<file path="config.mk">
export PLATFORM = sky130hd
export DESIGN_NAME = config_manager_param_uc
export DESIGN_NICKNAME = d
export VERILOG_FILES = /design/src/rtl/config_manager_param_uc.sv
export SDC_FILE = /design/constraint.sdc
export NUM_CORES = 1
export LEC_CHECK = 0
export CAP_MARGIN = 20
export CORE_MARGIN = 2
export CORE_UTILIZATION = 40
export DETAILED_ROUTE_END_ITERATION = 7
export GPL_TIMING_DRIVEN = 0
export PLACE_DENSITY_LB_ADDON = 0.15
export SETUP_SLACK_MARGIN = 0.1
export SYNTH_ARGS = -nofsm -noshare
export SYNTH_HDL_FRONTEND = slang
export SYNTH_SLANG_ARGS = --single-unit
</file>
<file path="constraint.sdc">
create_clock -name clock -period 2.2 [get_ports clock]
set_clock_uncertainty 0.1 [all_clocks]
set_input_delay 0.55 -clock clock [delete_from_list [all_inputs] [get_ports clock]]
set_output_delay 0.55 -clock clock [all_outputs]
set_load 0.01 [all_outputs]
</file>
<file path="src/rtl/config_manager_param_uc.sv">
// Field-sequencing control unit for the configuration path: parity-checked field loads,
// atomic commit, error cause code. Inter-field timeout is built only with CONFIG_TIMEOUT_EN.
module config_manager_param_uc #(
    parameter int N_CAMPOS       = 5,
    parameter int IDX_W          = 3,
    parameter int TIMEOUT_CICLOS = 50000,
    parameter int TO_W           = 16
) (
    input  logic                clock,
    input  logic                reset,
    input  logic                receber_config,
    input  logic                fim_recepcao_config,
    input  logic                parity_config_ok,
    output logic [N_CAMPOS-1:0] load_campo,
    output logic                commit_config,
    output logic [IDX_W-1:0]    campo_atual,
    output logic                ocupado,
    output logic                pronto_config,
    output logic                erro_config,
    output logic [1:0]          codigo_erro,
    output logic [1:0]          estado
);

    typedef enum logic [1:0] {
        INICIAL    = 2'd0,
        RECEBE     = 2'd1,
        FIM_CONFIG = 2'd2,
        ERRO       = 2'd3
    } estado_t;

    localparam logic [1:0] COD_NENHUM    = 2'b00;
    localparam logic [1:0] COD_PARIDADE  = 2'b01;
    localparam logic [1:0] COD_TIMEOUT   = 2'b10;
    localparam logic [N_CAMPOS-1:0] UM   = N_CAMPOS'(1);
    localparam logic [IDX_W-1:0] ULTIMO  = IDX_W'(N_CAMPOS - 1);

    // Reject parameter sets that cannot index every field or hold the timeout count.
    if (N_CAMPOS < 2 || N_CAMPOS > 16 || (1 << IDX_W) < N_CAMPOS ||
        TIMEOUT_CICLOS < 2 || (64'(1) << TO_W) <= 64'(TIMEOUT_CICLOS)) begin : g_param_check
        $error("config_manager_param_uc: inconsistent parameters");
    end

    estado_t          state_q, state_d;
    logic [IDX_W-1:0] campo_q, campo_d;
    logic [1:0]       codigo_q, codigo_d;
    logic             erro_novo_q, erro_novo_d;  // marks the first cycle spent in ERRO
    logic             expirou;

`ifdef CONFIG_TIMEOUT_EN
    logic [TO_W-1:0] to_q, to_d;

    // Counts idle RECEBE cycles; any accepted or rejected field restarts the count.
    always_comb begin
        to_d = '0;
        if (state_q == RECEBE && !fim_recepcao_config) begin
            to_d = to_q + 1'b1;
        end
    end

    always_ff @(posedge clock or negedge reset) begin
        if (!reset) begin
            to_q <= '0;
        end else begin
            to_q <= to_d;
        end
    end

    assign expirou = (to_q == TO_W'(TIMEOUT_CICLOS - 1));
`else
    assign expirou = 1'b0;
`endif

    always_ff @(posedge clock or negedge reset) begin
        if (!reset) begin
            state_q     <= INICIAL;
            campo_q     <= '0;
            codigo_q    <= COD_NENHUM;
            erro_novo_q <= 1'b0;
        end else begin
            state_q     <= state_d;
            campo_q     <= campo_d;
            codigo_q    <= codigo_d;
            erro_novo_q <= erro_novo_d;
        end
    end

    always_comb begin
        state_d       = state_q;
        campo_d       = campo_q;
        codigo_d      = codigo_q;
        erro_novo_d   = 1'b0;
        load_campo    = '0;
        commit_config = 1'b0;
        pronto_config = 1'b0;
        ocupado       = 1'b0;
        erro_config   = 1'b0;
        case (state_q)
            INICIAL: begin
                if (receber_config) begin
                    state_d  = RECEBE;
                    campo_d  = '0;
                    codigo_d = COD_NENHUM;
                end
            end
            RECEBE: begin
                ocupado = 1'b1;
                // A field arriving on the expiry cycle takes priority over the timeout.
                if (fim_recepcao_config) begin
                    if (parity_config_ok) begin
                        load_campo = UM << campo_q;
                        if (campo_q == ULTIMO) begin
                            state_d = FIM_CONFIG;
                        end else begin
                            campo_d = campo_q + 1'b1;
                        end
                    end else begin
                        state_d     = ERRO;
                        codigo_d    = COD_PARIDADE;
                        erro_novo_d = 1'b1;
                    end
                end else if (expirou) begin
                    state_d     = ERRO;
                    codigo_d    = COD_TIMEOUT;
                    erro_novo_d = 1'b1;
                end
            end
            FIM_CONFIG: begin
                commit_config = 1'b1;
                pronto_config = 1'b1;
                state_d       = INICIAL;
                campo_d       = '0;
            end
            ERRO: begin
                erro_config   = 1'b1;
                pronto_config = erro_novo_q;
                if (receber_config) begin
                    state_d  = RECEBE;
                    campo_d  = '0;
                    codigo_d = COD_NENHUM;
                end
            end
            default: state_d = INICIAL;
        endcase
    end

    assign campo_atual = campo_q;
    assign codigo_erro = codigo_q;
    assign estado      = state_q;

endmodule

</file>
Word-level counts from Yosys, hierarchy flattened
Cells that the tools add are included.

Shift-type cells: 1. Reductions and logical operators: 6. Multiplexer cells: 24. Add/sub/neg operators: 1. Eq/ne operators: 10.

Operator list (number): two-way mux 5 bit (3); two-way mux 2 bit (7); two-way mux 3 bit (4); case mux 3 bit (3 select lines) (1); inequality test 2 bit (second input constant) (4); AND reduction 4 bit (2); two-way mux 1 bit (6); case mux 2 bit (3 select lines) (1); << shifter 1 x 3 -> 5 bit (first input constant) (1); == test 2 bit (second input constant) (2); case mux 2 bit (2 select lines) (1); adder 3 x 1 -> 3 bit (second input constant) (1); == test 3 bit (second input constant) (1); inequality test 3 bit (second input constant) (1); AND reduction 3 bit (1); == test 2 x 1 -> 1 bit (second input constant) (1); logical NOT 2 bit (1); inequality test 2 x 1 -> 1 bit (second input constant) (1); case mux 1 bit (2 select lines) (1); nonzero test 2 bit (1); OR reduction 2 bit (1).

Bits of input ports: 5. Flip-flop bits (word level): 8. Output and inout port bits: 16. Logic and storage cells: 46.

Longest topological paths before layout
Depth in word-level cells: 5. Gate-level depth with buffers: 6. Depth with buffers taken out: 5.

Worst setup path before layout
OpenSTA, ideal clock, no wires.

Kind: reg2out. Start: register state_q[1], in the netlist estado[1]. End: output port load_campo[0]. Cell stages (with the launch flop): 7. Data required time: 1.550 ns. Setup slack: 0.123 ns. Data arrival time: 1.427 ns. Buffers on the path: 1. Cell sequence: dfrtp_1 > inv_1 > ha_1 > clkbuf_1 > nand3_1 > nor2_1 > and2_1.

Cells in the longest elaborated chain, start to end: 2.

RTL lines: from (decl) (line 43) `estado_t state_q, state_d;`; from (signal assigned) (line 80) `state_q <= state_d;`; == test 2 x 1 -> 1 bit (line 97) `case (state_q)`; two-way mux 5 bit (line 97); to (decl) (line 14) `output logic [N_CAMPOS-1:0] load_campo,`.

No other way between the ends.

Worst setup path after layout
Start: register state_q[1], in the netlist estado[1]. End: output port ocupado.

Cells in the longest elaborated chain, start to end: 2.

RTL lines: == test 2 x 1 -> 1 bit (line 97); two-way mux 1 bit (line 97); to (decl) (line 17) `output logic ocupado,`.

No other way between the ends.

==> impl_results.md <==
* Clk Latency, worst-skew pair at 0.25 ns
* Gate Count Post-Synth at 59
* CTS tree: yes
* Clock network fraction of design power at 11.2%
* Cell Area, Placed at 746 µm²
* Int Power at 606 µW
* Startpoint Class: flop
* Port Buffers at 19
* Vias in the first global route at 449
* Syn avg cell area at 9.10 µm²
* Vias per cell at 5.03
* Clock sink count at 7
* Ratio of final minimum period to clock period at 92.8%
* Initial core utilization at 42.3%
* Fin crit period at 2.04 ns
* Total Routed Length at 1180 µm
* Hold Path Class: reg2reg
* RSZ-0062 raised after global routing: yes
* Clock transition at the registers of the reported paths at 0.05 ns
* Core area at 1270 µm²
* Average wire per standard cell at 11.9 µm
* Seq/Total Area, Yosys at 32.6%
* Synth cell types at 25
* Most frequent cell after synthesis: ha_1
* Final core utilization at 64.5%
* Vias at 498
* CP Class: reg2out
* H-tree depth at 1
* Post-Synthesis Cell Area at 537 µm²
* Initial antenna violation count at 0
* Die area at 1650 µm²
* Design area at 818 µm²
* Net Switching at 425 µW
* Final std cells w/o fill at 99
* Reg power frac at 23.1%
* Die width at 40.6 µm
* Row cnt at 13
* Die Span Y at 40.6 µm
* Worst r2r path cells at 5
* Power Dens Cells at 1260 nW/µm²
* Worst-path fanout max at 3
* Antenna Violating Nets Remaining at 0
* CTS buffer count at 3
* Worst EP arrival at 1.39 ns
* Post-cts hold buffer count at 0
* PnR Total Power at 1.03 mW
* EDFF count, synth at 0
* Slew Limit Fails at 0
* Combinational share of power at 65.7%
* Top cell type by total area after synthesis: dfrtp_1
* Fillers at 123
* Hold path depth at 1
* Worst EP required at 1.55 ns
* P&R area growth vs syn at 52.4%
* Pin count of the biggest net entering global routing at 10
* Worst vdd rail ir drop at 0.695 mV
* Share of cells above drive strength 1 at 28.6%
* Max cap viols at 0
* Remaining global-route overflow at 0
* Initial DRC Count at 6
* Primary FF master, synth: dfrtp_1
* Endpoints failing hold at 0
* Antenna cells at 0
* Yosys warning total at 0
* Top cell type's share of synthesized area at 32.6%
* Setup TNS at 0 ns
* RD Place Congestion at 0.770
* Syn nets at 72
* Synth top area cells: dfrtp_1 33%, ha_1 19%, inv_1 4.9%, o21ai_0 3.7%, and2_1 3.5%
* First-pass GRT wire length at 1790 µm
* Asr flop ratio synth at 100%
* HPWL after DPL at 865 µm
* FF+latch count, synth at 7
* Root buffer cell: clkbuf_4
* Placed cell count at 93
* DRC viols at 0
* Achievable clock frequency at 490 MHz
* Crit end category: output pin
* Net Sw Frac at 41.2%
* I/O Pins at 21
* Leak at 0.391 nW
* Nets at 98
* Total global-route track usage at 16.5%
* Clk buf depth at 2
* Setup-failing EPs final at 0
* Most frequent cells after synthesis: 8 x ha_1, 7 x dfrtp_1, 7 x inv_1
* Initial DRT Pass Iterations at 4
* Status: complete, no violations
-- sequential cells by signal (all words and copies together), names as in the netlist --
name,count
campo_atual,3
estado,2
codigo_erro,1
erro_novo_q,1
-- cell usage in the layout, fill, tap and decap left out, types with 2 or more instances in the layout --
master / Yosys / layout
buf_2: 0 / 2
o311ai_1: 2 / 2
nand3_1: 3 / 2
buf_4: 1 / 3
dfrtp_2: 0 / 2
dlygate4sd2_1: 0 / 3
clkbuf_4: 0 / 3
inv_1: 7 / 6
nor2_1: 4 / 3
nand2_1: 3 / 3
ha_1: 8 / 6
clkbuf_2: 0 / 2
clkdlybuf4s50_1: 0 / 9
and2_1: 3 / 2
nor2b_1: 2 / 2
a211oi_1: 2 / 2
o21ai_0: 4 / 4
dfrtp_1: 7 / 5
-- worst max-delay path, stage by stage, from the launching register on --
cell	delay, ns
dfrtp_1	0.39
inv_2	0.08
ha_4	0.15
clkdlybuf4s50_1	0.53
-- cell families (layout without fill, tap and decap cells) --
group | Yosys count | count (layout) | share of synthesized area [%]
compound gates | 15 | 15 | 20.7
fa+ha+maj | 8 | 8 | 18.6
buf+inv | 9 | 34 | 6.99
simple gates | 19 | 19 | 20.3
flops | 7 | 7 | 32.6
other cells | 1 | 1 | 0.699
-- metrics by stage --
step | setup WS, ns | hold WS (ns)
6_report | 0.158 | 0.422
5_1_grt | 0.0860 | 0.446
4_1_cts | 0.00242 | 0.423
3_5_place_dp | -0.514 | 0.408
3_3_place_gp | -0.504 | 0.407
2_1_floorplan | 0.123 | 0.154
-- power groups by stage --
stage          sequential, mW  clock, mW  combinational, mW
2_1_floorplan           0.249          0              0.323
3_3_place_gp            0.236          0              0.569
3_5_place_dp            0.239          0              0.578
4_1_cts                 0.232      0.119              0.650
5_1_grt                 0.245      0.123              0.756
6_report                0.238      0.116              0.677
-- path summary, 6_finish.rpt --
path | end | from | slack [ns]
setup / recovery | ocupado | estado[1]$_DFFE_PN0P_ | 0.16
hold / removal | codigo_erro[0]$_DFFE_PN0P_ | codigo_erro[0]$_DFFE_PN0P_ | 0.42
setup reg to reg | campo_atual[0]$_DFFE_PN0P_ | estado[1]$_DFFE_PN0P_ | 0.29
hold reg to reg | codigo_erro[0]$_DFFE_PN0P_ | codigo_erro[0]$_DFFE_PN0P_ | 0.42
max in group asynchronous | estado[0]$_DFFE_PN0P_ | reset | 1.27
min in group asynchronous | campo_atual[1]$_DFFE_PN0P_ | reset | 0.46
-- metal layers --
| layer | part of all wire (%) | vias to the layer above | track usage, % |
|---|---|---|---|
| li1 | - | 253 | - |
| met3 | 4.6 | 2 | 2.17 |
| met4 | 0.42 | 0 | 8.33 |
| met5 | 0 | - | 0 |
| met2 | 46 | 14 | 27.4 |
| met1 | 49 | 229 | 20.7 |
-- what timing repair did --
item	CTS	global route
pin swaps	1	4
endpoints found under the setup margin	8	8
hold endpoints to repair	0	0
setup buffers	2	0
resized for setup	28	12
-- cell type report --
class                   instances  area [µm²]  area share (%)
plain buffers                   2        22.5            2.75
multi-input cells              43         362            44.2
inverters                       7        26.3            3.21
clock buffers                   4        26.3            3.21
flip-flops and latches          7         178            21.7
repair buffers                 21         185            22.6
well taps                      15        18.8            2.29
(Power assumes the default switching activity.)
